`config.mk`:
```
export PLATFORM = sky130hd
export DESIGN_NAME = dpram_clr_param
export DESIGN_NICKNAME = d
export VERILOG_FILES = /design/src/rtl/dpram_pkg.sv /design/src/rtl/dpram_clr_seq.sv /design/src/rtl/dpram_clr_param.sv
export SDC_FILE = /design/constraint.sdc
export NUM_CORES = 1
export LEC_CHECK = 0
export ABC_CLOCK_PERIOD_IN_PS = 2820
export BUFFER_PORTS_ARGS = -buffer_cell sky130_fd_sc_hd__buf_2
export CORE_ASPECT_RATIO = 0.6
export CORE_MARGIN = 3
export CORE_UTILIZATION = 55
export CTS_CLUSTER_DIAMETER = 120
export DETAILED_ROUTE_END_ITERATION = 6
export PLACE_DENSITY = 0.85
export SLEW_MARGIN = 20
export SYNTH_ARGS = -nofsm -noshare
export SYNTH_HDL_FRONTEND = slang
export SYNTH_HIERARCHICAL = 1
export SYNTH_SLANG_ARGS = --single-unit
```
`constraint.sdc`:
```
create_clock -name clk -period 2.82 [get_ports clk]
set_input_delay 0.423 -clock clk [delete_from_list [all_inputs] [get_ports clk]]
set_output_delay 0.423 -clock clk [all_outputs]
set_load 0.01 [all_outputs]
```
`src/rtl/dpram_pkg.sv`:
```
// Shared constants and the state type for the clearable dual-port RAM.
// Latency: none (declarations only).
// Backpressure: none (declarations only).
package dpram_pkg;

  localparam int DATA_W_DEF = 10;
  localparam int ADDR_W_DEF = 3;

  // Clear sequencer states: ST_IDLE serves user traffic, ST_CLEAR walks the array.
  typedef enum logic {
    ST_IDLE  = 1'b0,
    ST_CLEAR = 1'b1
  } clr_state_t;

endpackage

```
`src/rtl/dpram_clr_seq.sv`:
```
// Clear sequencer: walks the array writing zero once per cycle, starting at address 0.
// Latency: busy rises the cycle after clr_req; a clear lasts exactly DEPTH cycles.
// Backpressure: none; clr_req during a running clear is ignored and the walk is not restarted.
module dpram_clr_seq
  import dpram_pkg::*;
#(
  parameter int ADDR_W = ADDR_W_DEF,
  parameter int DEPTH  = 8
) (
  input  logic              clk,
  input  logic              rst_n,
  input  logic              clr_req,
  output logic              clr_busy,
  output logic              clr_we,
  output logic [ADDR_W-1:0] clr_addr
);

  localparam logic [ADDR_W-1:0] LAST_ADDR = ADDR_W'(DEPTH - 1);

  clr_state_t        state;
  logic [ADDR_W-1:0] clr_cnt;

  // Reset lands in CLEAR so the array is zeroed automatically after rst_n releases.
  always_ff @(posedge clk or negedge rst_n) begin
    if (!rst_n) begin
      state   <= ST_CLEAR;
      clr_cnt <= '0;
    end else begin
      case (state)
        ST_IDLE: begin
          if (clr_req) state <= ST_CLEAR;
        end
        ST_CLEAR: begin
          if (clr_cnt == LAST_ADDR) begin
            state   <= ST_IDLE;
            clr_cnt <= '0;
          end else begin
            clr_cnt <= clr_cnt + 1'b1;
          end
        end
        default: state <= ST_CLEAR;
      endcase
    end
  end

  assign clr_busy = (state == ST_CLEAR);
  assign clr_we   = clr_busy;
  assign clr_addr = clr_cnt;

endmodule

```
`src/rtl/dpram_clr_param.sv`:
```
// Simple dual-port RAM (one write, one read port) with a hardware clear sequencer.
// Latency: read data and rvalid one cycle after re; writes land at the clock edge.
// Backpressure: none; writes during clear, colliding with clr_req or out of range are dropped and flagged.
module dpram_clr_param
  import dpram_pkg::*;
#(
  parameter int DATA_W    = DATA_W_DEF,
  parameter int ADDR_W    = ADDR_W_DEF,
  parameter int DEPTH     = 8,
  parameter int RDW_NEW   = 0,
  parameter int ZERO_IDLE = 1
) (
  input  logic              clk,
  input  logic              rst_n,
  input  logic              clr_req,
  output logic              clr_busy,
  input  logic              we,
  input  logic [ADDR_W-1:0] waddr,
  input  logic [DATA_W-1:0] wdata,
  input  logic              re,
  input  logic [ADDR_W-1:0] raddr,
  output logic [DATA_W-1:0] rdata,
  output logic              rvalid,
  output logic              wr_drop
);

  // One extra bit so DEPTH == 2**ADDR_W is representable in the range compare.
  localparam logic [ADDR_W:0] DEPTH_EXT = (ADDR_W + 1)'(DEPTH);

  logic [DATA_W-1:0] mem [DEPTH];

  logic              clr_we;
  logic [ADDR_W-1:0] clr_addr;
  logic              waddr_ok;
  logic              raddr_ok;
  logic              wr_acc;
  logic              rd_acc;
  logic              rdw_hit;

  dpram_clr_seq #(
    .ADDR_W (ADDR_W),
    .DEPTH  (DEPTH)
  ) u_clr_seq (
    .clk      (clk),
    .rst_n    (rst_n),
    .clr_req  (clr_req),
    .clr_busy (clr_busy),
    .clr_we   (clr_we),
    .clr_addr (clr_addr)
  );

  assign waddr_ok = ({1'b0, waddr} < DEPTH_EXT);
  assign raddr_ok = ({1'b0, raddr} < DEPTH_EXT);
  // A pending clr_req wins over a same-cycle user write.
  assign wr_acc   = we && !clr_busy && !clr_req && waddr_ok;
  assign rd_acc   = re && !clr_busy;
  assign rdw_hit  = (RDW_NEW != 0) && wr_acc && (waddr == raddr);

  // Storage: the clear walk owns the write port while busy, otherwise user writes.
  always_ff @(posedge clk) begin
    if (clr_we) begin
      mem[clr_addr] <= '0;
    end else if (wr_acc) begin
      mem[waddr] <= wdata;
    end
  end

  // Registered read path, read-valid strobe and dropped-write pulse.
  always_ff @(posedge clk or negedge rst_n) begin
    if (!rst_n) begin
      rdata   <= '0;
      rvalid  <= 1'b0;
      wr_drop <= 1'b0;
    end else begin
      wr_drop <= we && !wr_acc;
      rvalid  <= rd_acc;
      if (rd_acc) begin
        if (!raddr_ok) begin
          rdata <= '0;
        end else if (rdw_hit) begin
          rdata <= wdata;
        end else begin
          rdata <= mem[raddr];
        end
      end else if (ZERO_IDLE != 0) begin
        rdata <= '0;
      end
    end
  end

endmodule

```
==> results, run 1 <==
- The number of top-level pins is 34.
- The later pin in the worst-skew pair is clocked with a latency of between 0.3 and 0.4 ns.
- Of all cell types, the one taking the most synthesized area is sky130_fd_sc_hd__edfxtp_1.
- Dividing the detail-routed wire length by the instance count gives 23.46 µm.
- The destination of the worst register-to-register timing path is mem[5][5].
- The share of synthesized area in the top cell type comes to 0.6360.
- The total vias in the final route is 2121.
- The post-synthesis net count is about 240.
- The data arrival at the endpoint of the critical path is 2.30 ns.
- The remaining number of nets flagged by the antenna check after routing is 0.
- The startpoint identified for the worst register-to-register timing path is u_clr_seq/clr_busy.
- For this run, the top clock speed supported by timing is 0.4437 GHz.
- For this configuration, the core starts out at a cell density of 0.5915.
- The first global-routing pass estimated approximately 12000 µm of wire.
- The number of antenna violations at the first check in global routing is 0.
- The final layout contains between 200 and 300 nets.
- The number of cells on the worst reg-to-reg path is 4.
- The synthesis warning total is 6.
- The synthesis-to-layout area growth is 15.54%.
- Entering global routing, the biggest net connects 27 pins.
- The post-cts repair resize count is 0.
- Setup repair after global routing left no endpoint under its margin.
- The count of unique library cells instantiated by Yosys is 24.
- After synthesis, the mean cell area works out to 17.09 µm².
- The quantity of hold-fixing buffers added after cts is 0.
- STA classifies the critical path startpoint as a flop.
- The number of slew-limit violations in the final report is 0.
- The type of the worst setup path is flop to flop.
- The routed design has roughly 8300 µm of wire.
- For the worst setup path, the data required time is 2.86 ns.
- For this run, the slowest stage of the critical path takes about 0.58 ns.
- The number of optimization iterations in the first detailed-route pass is 4.
- The initialized floorplan defines 22 standard-cell rows.
- The via-per-instance ratio is approximately 6.
- The critical path goes through nor4b_4, mux2_2, nor3_1, buf_4.
- Of the synthesized area, sequential elements account for 0.7423.
- The detailed placer's ending HPWL is between 5000 and 6000 µm.
- The violation count after the first detailed-routing iteration is between 200 and 250.
- The worst setup path is captured at a flop.
- The clock tree from TritonCTS is yes.
- The final clock skew is approximately 0.0094 ns.
- The post-route core utilization is 0.6834.
- The worst setup margin is about 0.57 ns.
- The H-tree depth is 3.
- After synthesis, the cell types taking the most area are sky130_fd_sc_hd__edfxtp_1 (64%), sky130_fd_sc_hd__mux2i_1 (11%), sky130_fd_sc_hd__dfrtp_1 (9.9%).
- The ratio of cells with drive above 1 in the final layout is 0.2370.
- The number of remaining DRC errors is 0.
- The congestion estimate from routability-driven global placement came to 0.8388.
- The maximum clock path buffer count is 2.
- The class of the tightest hold or removal check is primary input to asynchronous set/reset pin.
- TritonCTS created 9 clock buffers.
- Synthesis produced about 220 cells.
- In this run the register-to-register setup slack is approximately 0.57 ns.
- The setup slack at placement is 0.5249 ns.
- Measured along the x axis, the die boundary spans ~110 µm.
- The die span in y is 70.20 µm.
- The die area is 0.007931 mm².
- After clock tree synthesis, the clock-pin slew on the worst setup and hold paths is roughly 0.060 ns.
- The synthesized design contains 96 register bits.
- Hold is met by between 0.02 and 0.025 ns.
- The number of global-route vias before repair is around 2000.
- Clock tree synthesis selected as its root buffer the cell sky130_fd_sc_hd__clkbuf_16.
- The sum of negative setup slack is 0 ns.
- The core region is around 0.0064 mm².
- The worst setup path startpoint is u_clr_seq/clr_busy.
- The slowest stage of the critical path belongs to the cell sky130_fd_sc_hd__nor4b_4.
- The port buffer count is 33.
- The synthesized cell area is about 0.0038 mm².
- The destination of the critical timing path is mem[5][5].
- In this run the tightest slew margin relative to its limit is 0.4515.
- At the pin with the least slew margin, the transition time is about 0.8 ns.
- The hold violation total from the final report is 0.
- The tool flagged a number of max-cap violations equal to 0.
- The count of buffers added by post-CTS timing repair for setup is 0.
- The number of antenna diodes in the final layout is 0.
- The analysis attributes to cell leakage a power of around 1.7 nW.
- CTS saw 96 sinks.
- The share of the cycle needed by the critical path after routing is 0.7992.
- Of all nets on the critical path, the largest fanout is 12.
- The all-layer global routing usage is 0.2223.
- The power per unit of standard cell area is about 900 mW/mm².
- The global route total overflow is 0.
- The worst-case IR drop observed on VDD is 0.0006380 V.
- The flow ran to the end, and the final reports show no timing, DRC or antenna violations.
- The minimum clock period after layout is 2.254 ns.
- Setup violations remaining at the end of the flow were counted as 0.
power by group:
part / total, W / internal [W] / switching [W]
clock network: 0.00110 / 0.000600 / 0.000499
registers: 0.00208 / 0.00194 / 0.000135
logic: 0.000775 / 0.000286 / 0.000489
total: 0.00395 / 0.00283 / 0.00112
sequential cells by signal, indices dropped and copies added (netlist names):
register	flops
mem	80
rdata	10
u_clr_seq/clr_addr	3
rvalid	1
u_clr_seq/clr_busy	1
wr_drop	1
worst max-delay path: cells and delay by family (launching register included):
| family | cells | cell delay (ns) |
|---|---|---|
| buffers and inverters | 1 | 0.23 |
| flip-flops | 1 | 0.46 |
| multiplexers | 1 | 0.45 |
| AND/OR/NAND/NOR | 2 | 0.81 |
Yosys cell counts:
library cell / instances
sky130_fd_sc_hd__a21oi_1: 1
sky130_fd_sc_hd__a22oi_1: 21
sky130_fd_sc_hd__and2_1: 11
sky130_fd_sc_hd__and3_1: 10
sky130_fd_sc_hd__buf_1: 1
sky130_fd_sc_hd__buf_2: 4
sky130_fd_sc_hd__buf_4: 1
sky130_fd_sc_hd__clkbuf_1: 5
sky130_fd_sc_hd__dfrtp_1: 15
sky130_fd_sc_hd__dfstp_2: 1
sky130_fd_sc_hd__edfxtp_1: 80
sky130_fd_sc_hd__ha_1: 2
sky130_fd_sc_hd__inv_1: 5
sky130_fd_sc_hd__mux2_2: 2
sky130_fd_sc_hd__mux2_4: 1
sky130_fd_sc_hd__mux2i_1: 43
sky130_fd_sc_hd__nand2b_1: 2
sky130_fd_sc_hd__nor2_1: 1
sky130_fd_sc_hd__nor2b_1: 3
sky130_fd_sc_hd__nor3_1: 8
sky130_fd_sc_hd__nor4b_4: 1
sky130_fd_sc_hd__o21a_1: 1
sky130_fd_sc_hd__o21ai_0: 1
sky130_fd_sc_hd__o22ai_1: 1
per-stage QoR:
step                area [µm²]  total power (W)  cells
floorplan                 3777         0.002529    221
global placement          4093         0.002795    338
detailed placement        4093         0.002851    338
CTS                       4364         0.003963    354
global route              4364         0.004128    354
finish                    4364         0.003950    354
area by class of cell:
class	count	area, µm²
Clock buffer	10	229.0
Multi-Input combinational cell	109	904.6
Sequential cell	96	2804
Timing Repair Buffer	44	260.3
Tap cell	84	105.1
Clock inverter	6	42.54
Inverter	5	18.77
Fill cell	438	2022
worst min-delay path by stage:
stage / endpoint / from / cells after the start
after floorplan: rdata[0] / rst_n / 0
after global placement: u_clr_seq/clr_addr[2] / rst_n / 1
after detailed placement: rdata[4] / rst_n / 1
after CTS: rdata[2] / rst_n / 1
after global routing: rdata[8] / rst_n / 1
final: u_clr_seq/clr_addr[2] / rst_n / 1
layer usage:
metal	GRT usage	routed length, µm	part of all wire	vias up
met4	0.04800	137	0.016	0
met5	0	0	0	-
met3	0.1030	922	0.11	16
li1	-	-	-	945
met1	0.3333	3696	0.45	1046
met2	0.2953	3549	0.43	114
cells in the final DEF, fill, tap and decap left out, types with 2 or more instances in the layout:
cell type,n
sky130_fd_sc_hd__buf_4,10
sky130_fd_sc_hd__buf_2,33
sky130_fd_sc_hd__ha_1,2
sky130_fd_sc_hd__mux2i_1,43
sky130_fd_sc_hd__edfxtp_1,80
sky130_fd_sc_hd__clkinv_2,2
sky130_fd_sc_hd__nor2b_1,3
sky130_fd_sc_hd__mux2_2,2
sky130_fd_sc_hd__nand2b_1,2
sky130_fd_sc_hd__clkinvlp_4,2
sky130_fd_sc_hd__nor3_1,8
sky130_fd_sc_hd__clkbuf_16,9
sky130_fd_sc_hd__and3_1,10
sky130_fd_sc_hd__and2_1,11
sky130_fd_sc_hd__dfrtp_1,15
sky130_fd_sc_hd__a22oi_1,21
sky130_fd_sc_hd__inv_6,2
sky130_fd_sc_hd__inv_1,5
logic make-up (layout without fill, tap and decap cells):
| family | Yosys count | in the layout | share of synthesized area |
|---|---|---|---|
| flip-flops | 96 | 96 | 0.7423 |
| buffers and inverters | 16 | 65 | 0.01822 |
| multiplexers | 46 | 46 | 0.1239 |
| AO/OA/AOI/OAI | 25 | 25 | 0.04803 |
| AND/OR/NAND/NOR | 36 | 36 | 0.06095 |
| adder cells (fa/ha/maj) | 2 | 2 | 0.006624 |
Note: power is estimated with default switching activity, not from simulation.
==> inputs of run 2 (changes only) <==
Settings changed: ABC_CLOCK_PERIOD_IN_PS 2820 to 1800, CORE_UTILIZATION 55 to 53.
Clock period 2.82 ns to 1.8 ns, I/O delays scaled along.
==> results, run 2 (synthesis results as in run 1) <==
- The critical path goes through nor4b_4, buf_6, mux2_4, nor3_4, buf_6.
- The clock latency reported for the late side of the worst-skew pair is 0.35 ns (about the same).
- The floorplan row count is 23 (+4.5%).
- Setup repair after global routing could not meet its margin everywhere.
- The data arrival at the endpoint of the critical path is 1.99 ns (-0.31 ns).
- The max-slew headroom at the worst pin came to 0.6585 (+0.2070).
- The final weighted congestion in routability-driven placement was 0.7988 (-4.8%).
- The biggest cell delay along the critical path was 0.40 ns (-0.18 ns).
- The die area is 0.008210 mm² (+3.5%).
- The global route total overflow is 0 (unchanged).
- The final reports fail on setup timing.
- The number of placed instances with taps included is 355 (+5.0%).
- The share of total power in the clock network is 0.267 (-0.011).
- The number of remaining DRC errors came to 0 (unchanged).
- Compared with the post-synthesis result, the final layout area differs by 25.34%.
- The leading cell type in the layout, fill and taps excluded is sky130_fd_sc_hd__edfxtp_1.
- The max-cap check violation count was 0 (unchanged).
- The post-detailed-placement cell area was 0.004317 mm² (+5.5%).
- Ranked by flip-flop count, first place goes to mem.
- The final clock skew is 0.005708 ns (-0.003657 ns).
- The cell seen most often among critical-path stages is sky130_fd_sc_hd__buf_6.
- The worst setup margin is -0.1286 ns (-0.6947 ns).
- The hold violation total from the final report is 0 (unchanged).
- The switching power total is 0.001920 W (+71%).
- The H-tree depth is 3 (unchanged).
- The clock transition time at the flip-flop clock pins of the worst setup and hold paths is 0.06 ns (about the same).
- The number of optimization iterations in the first detailed-route pass is 4 (unchanged).
- The final total power is 0.006828 W (+73%).
- The final setup violation count is 80 (+80).
- The number of global-route vias before repair is 2232 (+9.4%).
- The first-pass GRT wire length came to 12320 µm (+0.28%).
- The slack of the worst reg-to-reg path came to -0.13 ns (-0.69 ns).
- The relative contribution of sequential cells to total power is 0.475 (-0.051).
- The number of nets in the layout came to 308 (+6.9%).
- The slew of the pin with the lowest slew margin is 0.5123 ns (-0.3088 ns).
- The die boundary width is 115.0 µm (+1.8%).
- The upper clock frequency limit is 0.5185 GHz (+17%).
- The critical path buffer and inverter count is 2 (+1).
- The sum of negative setup slack is -7.954 ns (-7.954 ns).
- The worst register-to-register path begins at u_clr_seq/clr_busy.
- The worst setup path is captured at a flop.
- The fraction of power spent switching nets is 0.2811 (-0.003080).
- The leakage power figure is 1.903 nW (+9.2%).
- The TritonCTS buffer count is 9 (unchanged).
- The final design instance area without fill is 0.004735 mm² (+8.5%).
- The detailed placer's ending HPWL came to 5212 µm (-8.2%).
- The effective utilization at floorplan is 0.5562 (-0.03531).
- The power per unit of standard cell area was 1442 mW/mm² (+59%).
- The die span in y is 71.40 µm (+1.7%).
- The kind of cell with the highest combined delay on the critical path is simple AND/OR/NAND/NOR gates.
- The critical path starts at u_clr_seq/clr_busy.
- CTS placed an instance of sky130_fd_sc_hd__clkbuf_16 at the clock tree root.
- The remaining number of nets flagged by the antenna check after routing is 0 (unchanged).
- The pin count of the biggest net entering global routing came to 41 (+52%).
- The class of the tightest hold or removal check is primary input to flop.
- The critical path data required time was 1.86 ns (-1.00 ns).
- The detailed-route wire length per cell came to 20.52 µm (-13%).
- The maximum clock path buffer count is 2 (unchanged).
- The clock tree from TritonCTS is yes.
- The internal power of the cells is 0.004908 W (+74%).
- The total wirelength of the detailed-routed design is 7735 µm (-6.9%).
- The post-route core utilization is 0.6971 (+0.01374).
- The via-per-instance ratio is 5.698 (-4.9%).
- The final cell count without fillers came to 377 (+6.5%).
- The CTS sink count is 96 (unchanged).
- The run finished, with violations left.
- The number of top-level pins came to 34 (unchanged).
- The minimum clock period after layout is 1.929 ns (-0.3253 ns).
- The largest individual stage delay along the critical path comes from the cell sky130_fd_sc_hd__dfstp_2.
- The antenna diode instance count was 0 (unchanged).
- The ratio of cells with drive above 1 in the final layout is 0.3138 (+0.07676).
- The total core area is 0.006792 mm² (+6.3%).
- The startpoint of the tightest hold check path is we.
- The number of slew-limit violations in the final report is 0 (unchanged).
- The share of the cycle needed by the critical path after routing was 1.071 (+0.2722).
- The port buffer count is 33 (unchanged).
- The largest voltage drop on the vdd net is 0.0008680 V (+36%).
- The flip-flop count of the largest register, all copies and words added is 80 (unchanged).
- Leaving out fill and tap cells, the most frequent cells in the layout are sky130_fd_sc_hd__edfxtp_1 (80), sky130_fd_sc_hd__mux2i_1 (43), sky130_fd_sc_hd__buf_2 (33), sky130_fd_sc_hd__a22oi_1 (20), sky130_fd_sc_hd__dfrtp_1 (15).
- The kind of launch point of the worst setup path is a flop.
- The total vias in the final route was 2148 (+1.3%).
- The fraction of power consumed by combinational cells was 0.258 (+0.062).
- The all-layer global routing usage is 0.2107 (-0.01166).
- The worst setup path is of the flop to flop kind.
- The violation count after the first detailed-routing iteration is 147 (-40%).
- The number of antenna violations at the first check in global routing is 0 (unchanged).
- The critical-path maximum fanout is 5 (-7).
## run 2: cell types whose count changed in the layout (fill, tap and decap cells not counted), sizes merged
| cell | before | now |
|---|---|---|
| inv | 7 | 5 |
| buf | 44 | 63 |
| bufinv | 0 | 1 |
| clkinvlp | 2 | 3 |
| dlygate4sd3 | 0 | 1 |
## run 2: layout make-up
type / instances / area (µm²)
sequential: 96 / 2804
fill: 425 / 2057
multi-input combinational: 109 / 1011
timing repair buffer: 64 / 503.0
clock buffer: 10 / 229.0
tap: 87 / 108.9
clock inverter: 6 / 60.06
inverter: 5 / 18.77
## run 2: path summary, 6_finish.rpt
kind	cells past startpoint	endpoint
worst max-delay path	5	mem[0][0]
worst min-delay path	2	wr_drop
worst max register to register	5	mem[0][0]
worst min register to register	1	u_clr_seq/clr_addr[0]
max in group asynchronous	2	u_clr_seq/clr_busy
min in group asynchronous	2	wr_drop
## run 2: metrics by stage
stage | hold WS, ns | setup slack, ns
after global routing | 0.1512 | -0.1713
after floorplan | -0.02559 | -0.3704
after global placement | 0.2165 | -0.1890
after CTS | 0.1435 | -0.09216
final | 0.1700 | -0.1286
after detailed placement | 0.2273 | -0.2741
## run 2: timing repair
item	CTS	global route
resized for setup	18	0
setup endpoints to repair	80	80
hold endpoints to repair	15	0
setup buffers	5	0
gates cloned	0	0
hold buffers	1	0
pin swaps	4	4
## run 2: power groups by stage
stage	clock network, W	registers [W]	logic (W)
4_1_cts	0.00185	0.00324	0.00176
3_5_place_dp	0	0.00328	0.00155
3_3_place_gp	0	0.00326	0.00147
5_1_grt	0.00196	0.00329	0.00189
2_1_floorplan	0	0.00325	0.000910
6_report	0.00183	0.00324	0.00176
## run 2: layer usage
metal / up-vias / GRT usage / routed length, µm
li1: 979 / - / -
met1: 1080 / 0.2784 / 3286
met2: 80 / 0.3244 / 3702
met3: 9 / 0.09705 / 682
met4: 0 / 0.04818 / 63
met5: - / 0 / 0
## run 2: worst register-to-register path: cells and delay by family (launching register included)
kind | cells | cell delay, ns
multiplexers | 1 | 0.37
buffers and inverters | 2 | 0.34
flip-flops | 1 | 0.40
AND/OR/NAND/NOR | 2 | 0.54
==> inputs of run 3 (changes only) <==
Settings changed: CORE_UTILIZATION 53 to 45, PLACE_DENSITY 0.85 to 0.76.
==> results, run 3 (synthesis results as in run 1) <==
- The number of global-route vias before repair is 2129 (-4.6%).
- The H-tree depth was 3 (unchanged).
- The final reports fail on setup timing.
- The largest voltage drop on the vdd net came to 0.0005801 V (-33%).
- In this design, the largest share of critical-path delay is due to flip-flops.
- The final cell count without fillers came to 394 (+4.5%).
- The final setup violation count is 80 (unchanged).
- The data arrival at the endpoint of the critical path is 2.01 ns (+0.02 ns).
- The max-slew headroom at the worst pin is 0.6617 (+0.003290).
- The maximum clock path buffer count is 2 (unchanged).
- The global route total overflow came to 0 (unchanged).
- The power per unit of standard cell area is 1471 mW/mm² (+2.0%).
- The clock latency reported for the late side of the worst-skew pair is 0.34 ns (about the same).
- The clock transition time at the flip-flop clock pins of the worst setup and hold paths was 0.06 ns (about the same).
- The die area is 0.009566 mm² (+17%).
- The total area of multi-input combinational cells was 0.001031 mm² (+2.0%).
- The worst setup margin is -0.1508 ns (-0.02217 ns).
- The worst setup path is captured at a flop.
- The tightest min-delay check is of the primary input to flop type.
- The count of fill cells added during filler insertion is 602 (+42%).
- The all-layer global routing usage is 0.1763 (-0.03441).
- The port buffer count is 33 (unchanged).
- The final clock skew is 0.003735 ns (-0.001973 ns).
- The number of top-level pins is 34 (unchanged).
- The number of antenna violations at the first check in global routing is 0 (unchanged).
- The type of the worst setup path is flop to flop.
- The combined flip-flop and latch cell area came to 0.002804 mm² (unchanged).
- The critical path data required time is 1.86 ns (about the same).
- TritonCTS built the clock tree.
- The pin count of the biggest net entering global routing is 41 (unchanged).
- The remaining number of nets flagged by the antenna check after routing was 0 (unchanged).
- STA classifies the critical path startpoint as a flop.
- The detailed-route wire length per cell is 19.92 µm (-2.9%).
- The synthesis-to-layout area growth is 28.02%.
- The total stage count of the critical path is 7 (+2).
- The biggest cell delay along the critical path is 0.60 ns (+0.20 ns).
- The flip-flop count of the largest register, all copies and words added was 80 (unchanged).
- The effective utilization at floorplan was 0.4717 (-0.08447).
- The critical path buffer and inverter count is 4 (+2).
- The number of slew-limit violations in the final report is 0 (unchanged).
- The register with the most flip-flops is mem.
- The die boundary width came to 124.3 µm (+8.1%).
- The post-detailed-placement cell area came to 0.004388 mm² (+1.7%).
- The total core area is 0.008008 mm² (+18%).
- The antenna diode instance count is 0 (unchanged).
- The slowest stage of the critical path is the sky130_fd_sc_hd__dfstp_2 cell.
- The total vias in the final route is 2111 (-1.7%).
- The via-per-instance ratio is 5.358 (-6.0%).
- The CTS sink count is 96 (unchanged).
- The CTS root buffer is sky130_fd_sc_hd__clkbuf_16.
- The number of remaining DRC errors is 0 (unchanged).
- The ratio of cells with drive above 1 in the final layout is 0.3182 (+0.004389).
- The floorplan row count is 25 (+8.7%).
- The number of nets in the layout is 304 (-1.3%).
- The first-pass GRT wire length was 12380 µm (+0.50%).
- The final design instance area without fill was 0.004836 mm² (+2.1%).
- The flow ran to the end, but the final reports show violations.
- The violation count after the first detailed-routing iteration came to 175 (+19%).
- The critical path goes through nor4b_4, buf_6, buf_6, mux2i_4, buf_12, nor3_4, buf_12.
- The number of placed instances with taps included is 372 (+4.8%).
- The hold violation total from the final report is 0 (unchanged).
- The TritonCTS buffer count is 9 (unchanged).
- Setup repair after global routing could not meet its margin everywhere.
- The number of instances on the worst hold path is 2 (unchanged).
- The worst reg2reg path depth is 7 (+2).
- The final weighted congestion in routability-driven placement is 0.7510 (-6.0%).
- The max-cap check violation count was 0 (unchanged).
- The leading cell type in the layout, fill and taps excluded is sky130_fd_sc_hd__edfxtp_1.
- The die span in y was 76.97 µm (+7.8%).
- The share of the cycle needed by the critical path after routing was 1.084 (+0.01232).
- The detailed placer's ending HPWL is 5382 µm (+3.3%).
- The minimum clock period after layout is 1.951 ns (+0.02217 ns).
- The slew of the pin with the lowest slew margin came to 0.5074 ns (-0.004935 ns).
- The critical-path maximum fanout is 10 (+5).
- The number of optimization iterations in the first detailed-route pass was 4 (unchanged).
- In the layout the commonest cells are sky130_fd_sc_hd__edfxtp_1 (80), sky130_fd_sc_hd__mux2i_1 (42), sky130_fd_sc_hd__buf_2 (33), sky130_fd_sc_hd__a22oi_1 (20), sky130_fd_sc_hd__dfrtp_1 (15).
- The total wirelength of the detailed-routed design is 7847 µm (+1.4%).
- The upper clock frequency limit is 0.5126 GHz (-1.1%).
- The leakage power figure is 1.929 nW (+1.3%).
## run 3: where the power goes
part | internal [W] | leakage [nW] | total (W) | switching, W
logic | 0.000867 | 0.833 | 0.00185 | 0.000981
clock network | 0.00122 | 0.156 | 0.00203 | 0.000812
registers | 0.00304 | 0.940 | 0.00323 | 0.000192
## run 3: layout make-up
| cell class | count | area share |
|---|---|---|
| flip-flops and latches | 96 | 0.5798 |
| multi-input cells | 109 | 0.2132 |
| repair buffers | 60 | 0.1089 |
| clock buffers | 9 | 0.04657 |
| well taps | 108 | 0.02794 |
| clock inverters | 7 | 0.01966 |
| inverters | 5 | 0.003881 |
## run 3: what timing repair did
item	4_1_cts	5_1_grt
pin swaps	3	1
hold buffers	1	0
buffers inserted	6	1
endpoints found under the setup margin	80	80
gates cloned	1	0
endpoints found under the hold margin	15	0
gates resized for setup	12	1
## run 3: metrics by stage
step / setup TNS [ns] / power (W) / setup slack [ns] / hold slack, ns / util
3_5_place_dp: -16.64 / 0.004952 / -0.2662 / 0.2383 / 0.5480
3_3_place_gp: -13.91 / 0.004868 / -0.1904 / 0.2265 / 0.5480
6_report: -7.625 / 0.007111 / -0.1508 / 0.1860 / 0.6039
2_1_floorplan: -28.11 / 0.004163 / -0.3704 / -0.02559 / -
4_1_cts: -9.234 / 0.007188 / -0.1393 / 0.1666 / 0.6055
5_1_grt: -12.93 / 0.007431 / -0.2043 / 0.1657 / 0.6039
## run 3: final timing paths
path | from | to | slack (ns)
worst min register to register | u_clr_seq/clr_addr[0] | u_clr_seq/clr_addr[0] | 0.58
min in group asynchronous | rst_n | rdata[4] | 0.39
worst min-delay path | we | wr_drop | 0.19
worst max register to register | u_clr_seq/clr_busy | mem[6][1] | -0.15
worst max-delay path | u_clr_seq/clr_busy | mem[6][1] | -0.15
max in group asynchronous | rst_n | u_clr_seq/clr_busy | 1.08
## run 3: worst reg2reg max path, stage by stage (launching register included)
cell                      delay, ns
sky130_fd_sc_hd__dfstp_2       0.60
sky130_fd_sc_hd__nor4b_4       0.06
sky130_fd_sc_hd__buf_6         0.14
sky130_fd_sc_hd__buf_6         0.12
sky130_fd_sc_hd__mux2i_4       0.20
sky130_fd_sc_hd__buf_12        0.15
sky130_fd_sc_hd__nor3_4        0.22
sky130_fd_sc_hd__buf_12        0.17
## run 3: routing by layer
| layer | track usage | share of wire | vias to the layer above |
|---|---|---|---|
| met3 | 0.06681 | 0.061 | 11 |
| met5 | 0 | 0 | - |
| met4 | 0.04814 | 0.012 | 0 |
| li1 | - | - | 980 |
| met2 | 0.2592 | 0.47 | 56 |
| met1 | 0.2475 | 0.45 | 1064 |
